File: src/rtl/parity_frame_rx.sv
`default_nettype none
// ============================================================================
// Module      : parity_frame_rx
// Description : Serial frame receiver for start / 8 data (LSB first) /
//               parity / stop frames. Recomputes parity on the received
//               byte, flags parity and framing errors and keeps a saturating
//               count of errored frames. Break conditions (line held low
//               after the stop sample) are absorbed in WAIT_IDLE.
// Revision    : 1.0 - initial release
// ============================================================================
module parity_frame_rx (
    input  logic       clk,
    input  logic       rst_n,
    input  logic       bit_en,
    input  logic       sdi,
    input  logic       clr_cnt,
    output logic [7:0] data,
    output logic       data_valid,
    output logic       parity_err,
    output logic       frame_err,
    output logic [7:0] err_cnt,
    output logic       busy
);

    localparam logic [2:0] c_IDLE      = 3'd0;
    localparam logic [2:0] c_DATA      = 3'd1;
    localparam logic [2:0] c_PARITY    = 3'd2;
    localparam logic [2:0] c_STOP      = 3'd3;
    localparam logic [2:0] c_WAIT_IDLE = 3'd4;

    localparam logic [7:0] c_CNT_MAX   = 8'hFF;

    logic [2:0] r_state;
    logic [2:0] w_next_state;
    logic [2:0] r_bit_cnt;
    logic [7:0] r_shift;
    logic       r_par;
    logic [7:0] r_data;
    logic       r_data_valid;
    logic       r_parity_err;
    logic       r_frame_err;
    logic [7:0] r_err_cnt;
    logic       r_busy;

    logic       w_frame_done;
    logic       w_parity_err;
    logic       w_frame_err;

    // State register; busy is registered from the next state so it tracks the FSM exactly
    always_ff @(posedge clk or negedge rst_n) begin
        if (!rst_n) begin
            r_state <= c_IDLE;
            r_busy  <= 1'b0;
        end else begin
            r_state <= w_next_state;
            r_busy  <= (w_next_state != c_IDLE);
        end
    end

    // Next-state logic; every transition is qualified by the sample strobe
    always_comb begin
        w_next_state = r_state;
        if (bit_en) begin
            case (r_state)
                c_IDLE:      if (!sdi) w_next_state = c_DATA;
                c_DATA:      if (r_bit_cnt == 3'd7) w_next_state = c_PARITY;
                c_PARITY:    w_next_state = c_STOP;
                c_STOP:      w_next_state = sdi ? c_IDLE : c_WAIT_IDLE;
                c_WAIT_IDLE: if (sdi) w_next_state = c_IDLE;
                default:     w_next_state = c_IDLE;
            endcase
        end
    end

    // Frame-completion decode: the stop sample closes the frame regardless of its value
    always_comb begin
        w_frame_done = bit_en && (r_state == c_STOP);
        w_parity_err = r_par ^ (^r_shift);
        w_frame_err  = ~sdi;
    end

    // Bit counter, data shift register and received parity bit
    always_ff @(posedge clk or negedge rst_n) begin
        if (!rst_n) begin
            r_bit_cnt <= 3'd0;
            r_shift   <= 8'h00;
            r_par     <= 1'b0;
        end else if (bit_en) begin
            case (r_state)
                c_IDLE: begin
                    if (!sdi) r_bit_cnt <= 3'd0;
                end
                c_DATA: begin
                    r_shift[r_bit_cnt] <= sdi;
                    r_bit_cnt          <= r_bit_cnt + 3'd1;
                end
                c_PARITY: r_par <= sdi;
                default: ;
            endcase
        end
    end

    // Frame results: captured on the stop sample and held until the next frame completes
    always_ff @(posedge clk or negedge rst_n) begin
        if (!rst_n) begin
            r_data       <= 8'h00;
            r_data_valid <= 1'b0;
            r_parity_err <= 1'b0;
            r_frame_err  <= 1'b0;
        end else begin
            r_data_valid <= w_frame_done;
            if (w_frame_done) begin
                r_data       <= r_shift;
                r_parity_err <= w_parity_err;
                r_frame_err  <= w_frame_err;
            end
        end
    end

    // Saturating errored-frame counter; a clear request overrides a coincident increment
    always_ff @(posedge clk or negedge rst_n) begin
        if (!rst_n) begin
            r_err_cnt <= 8'h00;
        end else if (clr_cnt) begin
            r_err_cnt <= 8'h00;
        end else if (w_frame_done && (w_parity_err || w_frame_err) && (r_err_cnt != c_CNT_MAX)) begin
            r_err_cnt <= r_err_cnt + 8'd1;
        end
    end

    assign data       = r_data;
    assign data_valid = r_data_valid;
    assign parity_err = r_parity_err;
    assign frame_err  = r_frame_err;
    assign err_cnt    = r_err_cnt;
    assign busy       = r_busy;

endmodule
`default_nettype wire

File: config.mk
export PLATFORM = sky130hd
export DESIGN_NAME = parity_frame_rx
export DESIGN_NICKNAME = d
export VERILOG_FILES = /design/src/rtl/parity_frame_rx.sv
export SDC_FILE = /design/constraint.sdc
export NUM_CORES = 1
export LEC_CHECK = 0
export CORE_UTILIZATION = 30
export CTS_BUF_LIST = sky130_fd_sc_hd__clkbuf_8
export DETAILED_ROUTE_END_ITERATION = 16
export PLACE_DENSITY = 0.5
export SLEW_MARGIN = 15
export SYNTH_ARGS = -nofsm -noshare
export SYNTH_HDL_FRONTEND = slang
export SYNTH_SLANG_ARGS = --single-unit
File: constraint.sdc
create_clock -name clk -period 2 [get_ports clk]
set_input_delay 0.2 -clock clk [delete_from_list [all_inputs] [get_ports clk]]
set_output_delay 0.2 -clock clk [all_outputs]
set_load 0.005 [all_outputs]
==> results.md <==
- CP Class: reg2reg
- CTS root buffer: clkbuf_8
- Input/output buffers: 24
- Initial antenna violation count: 0
- GRT Util Overall: 0.141
- # rows: 27
- Peak supply drop: 0.621 mV
- Number of routed nets with antenna violations: 0
- Gpl congestion: 0.789
- H-tree levels: 2
- Critical Path AT: 2.16 ns
- Vert. Die Dim: 78.2 um
- Endpoint class of the critical path: flop
- RSZ-0062 raised after global routing: true
- Top-area cell type share of the netlist area: 0.503
- Cells after synthesis: 166
- Final Hold Viols: 0
- Cts bufs inserted: 5
- Register area: 876 sq um
- Synth area leader: dfrtp_1
- Fillers: 548
- Post-DP HPWL: 2.65 mm
- Die Wd: 78.2 um
- Sequential area share after synthesis: 0.503
- CTS Hold Bufs: 0
- Relative slew slack: 0.675
- Net Count, Synth: 174
- # diodes: 0
- Top cells by count, synth: dfrtp_1, nand2_1, mux2_2
- WL/cell: 13.6 um
- Top-Level Pins: 25
- Dpl ws: -0.0659 ns
- Most numerous cell in the Yosys netlist: dfrtp_1
- Share of layout cells above drive strength 1: 0.244
- Clk Latency, worst-skew pair: 0.28 ns
- Number of remaining DRC errors: 0
- CP required: 2.17 ns
- Global-route track usage on met1: 0.177
- TritonRoute pass-1 iters: 4
- Longest Clk Path Bufs: 2
- CP max FO: 7
- Core Box Area: 5540 sq um
- Most common flop cell mapped by yosys: dfrtp_1
- CTS tree: built
- Syn. warnings: 0
- WL final: 3.78 mm
- Worst Hold Class: in2async
- Mean area per synthesized cell: 10.5 sq um
- Flops & latches, synth: 35
- Initial DRC Count: 38
- Met2 Use GR: 0.235
- Area added between synthesis and finish: 34.7%
- Vias in the first global route: 1,415
- Worst clock skew: 0.00502 ns
- Largest net degree at the start of global routing: 36
- Post-route minimum period: 1.99 ns
- Tightest Pin Transition: 0.486 ns
- Synth unique cells: 37
- Final Setup Violations: 0
- Ys async rst share: 1.00
- Cell area after layout: 2340 sq um
- Die area: 6110 sq um
- Post-DR vias/cell: 4.81
- Leak: 1.03 nW
- First-pass GRT wire length: 6.74 mm
- Max-cap violations: 0
- Total number of vias: 1,331
- Post-synthesis instance area: 1740 sq um
- Clock-pin slew on the worst setup and hold paths: 0.07 ns
- Period Utilization, post-route: 0.994
- Most used routing layer: met2
- Post-synth EDFFs: 0
- Flop-to-flop setup slack: 0.01 ns
- Pwr dens: 1380 nW/um^2
- Largest cells by area after synthesis: dfrtp_1, mux2_2, nand2_1, ha_1, nor2b_1
- Setup crit start kind: flop
- Post-DP Area: 2140 sq um
- Global Route met3 Usage: 0.0430
- CTS Sinks: 35
- Initial Util: 0.314
- F_max: 503 MHz
- Status: finished clean
- Global route overflow: 0
- Setup ws final: 0.0115 ns
- Multi-input logic area: 890 sq um
- Max-slew violations: 0
- Final net count: 212
[routing by layer]
metal	vias to the layer above	part of all wire
met5	-	0
met4	0	0.010
met3	7	0.039
met2	23	0.49
met1	648	0.46
li1	653	-
[critical path, stage by stage, from the launching register on]
cell and delay (ns):
dfrtp_1 0.40, xor2_1 0.18, xnor3_2 0.48, mux2i_4 0.25, nor3_4 0.24, mux2_4 0.31
[final cells by class]
cell class                      instances  share of cell area
Clock buffer                            6              0.0352
Clock inverter                          2              0.0149
Inverter                                2             0.00320
Multi-Input combinational cell        120               0.379
Sequential cell                        35               0.374
Tap cell                               72              0.0384
Timing Repair Buffer                   40               0.155
[state kept, by name, summed over array words and instances, names as in the netlist]
signal and cells:
r_state 3, busy 1, r_bit_cnt 3, r_par 1
err_cnt 8, data_valid 1, r_shift 8, frame_err 1
parity_err 1, data 8
[timing repair]
action | 4_1_cts | 5_1_grt
pin swaps | 6 | 7
endpoints found under the setup margin | 4 | 7
buffers inserted | 2 | 0
gates resized for setup | 4 | 10
hold endpoints to repair | 0 | 0
[cells by family after synthesis]
family	synth area share
fa+ha+maj	0.0216
mux	0.109
simple gates	0.234
buf+inv	0.0259
flops	0.503
compound gates	0.0568
xor+xnor	0.0489
[report_power, final]
part           switching (mW)  leakage, nW  internal [mW]  total, mW
sequential              0.159        0.460          0.911       1.07
combinational           0.641        0.511          0.867       1.51
clock                   0.258       0.0612          0.403      0.661
[worst paths after layout]
kind,to,cells after the start,start
setup / recovery,err_cnt[0],5,r_shift[5]
max in group asynchronous,busy,2,rst_n
setup reg to reg,err_cnt[0],5,r_shift[5]
min in group clk,data[4],2,data[4]
hold reg to reg,data[4],2,data[4]
hold / removal,r_bit_cnt[2],2,rst_n
[cell usage in the layout, fill, tap and decap left out, drive strengths merged, types with 5 or more instances in the layout]
cell and count:
clkdlybuf4s50 24, nor2b 6, buf 16, o21ai 5
clkbuf 6, nor3 8, mux2 14, nand3 5
nor2 7, nand2 32, dfrtp 35
[through the flow]
stage | hold WS [ns] | TNS [ns] | cells | power (mW) | util
6_report | 0.325 | 0 | 277 | 3.24 | 0.423
5_1_grt | 0.378 | -0.224 | 277 | 3.48 | 0.423
4_1_cts | 0.351 | -0.00901 | 277 | 3.17 | 0.413
3_5_place_dp | 0.462 | -0.115 | 267 | 2.41 | 0.386
3_3_place_gp | 0.461 | 0 | 267 | 2.39 | 0.386
2_1_floorplan | -0.0956 | 0 | 166 | 1.95 | -
No activity file was read; power rests on OpenSTA's default activity.
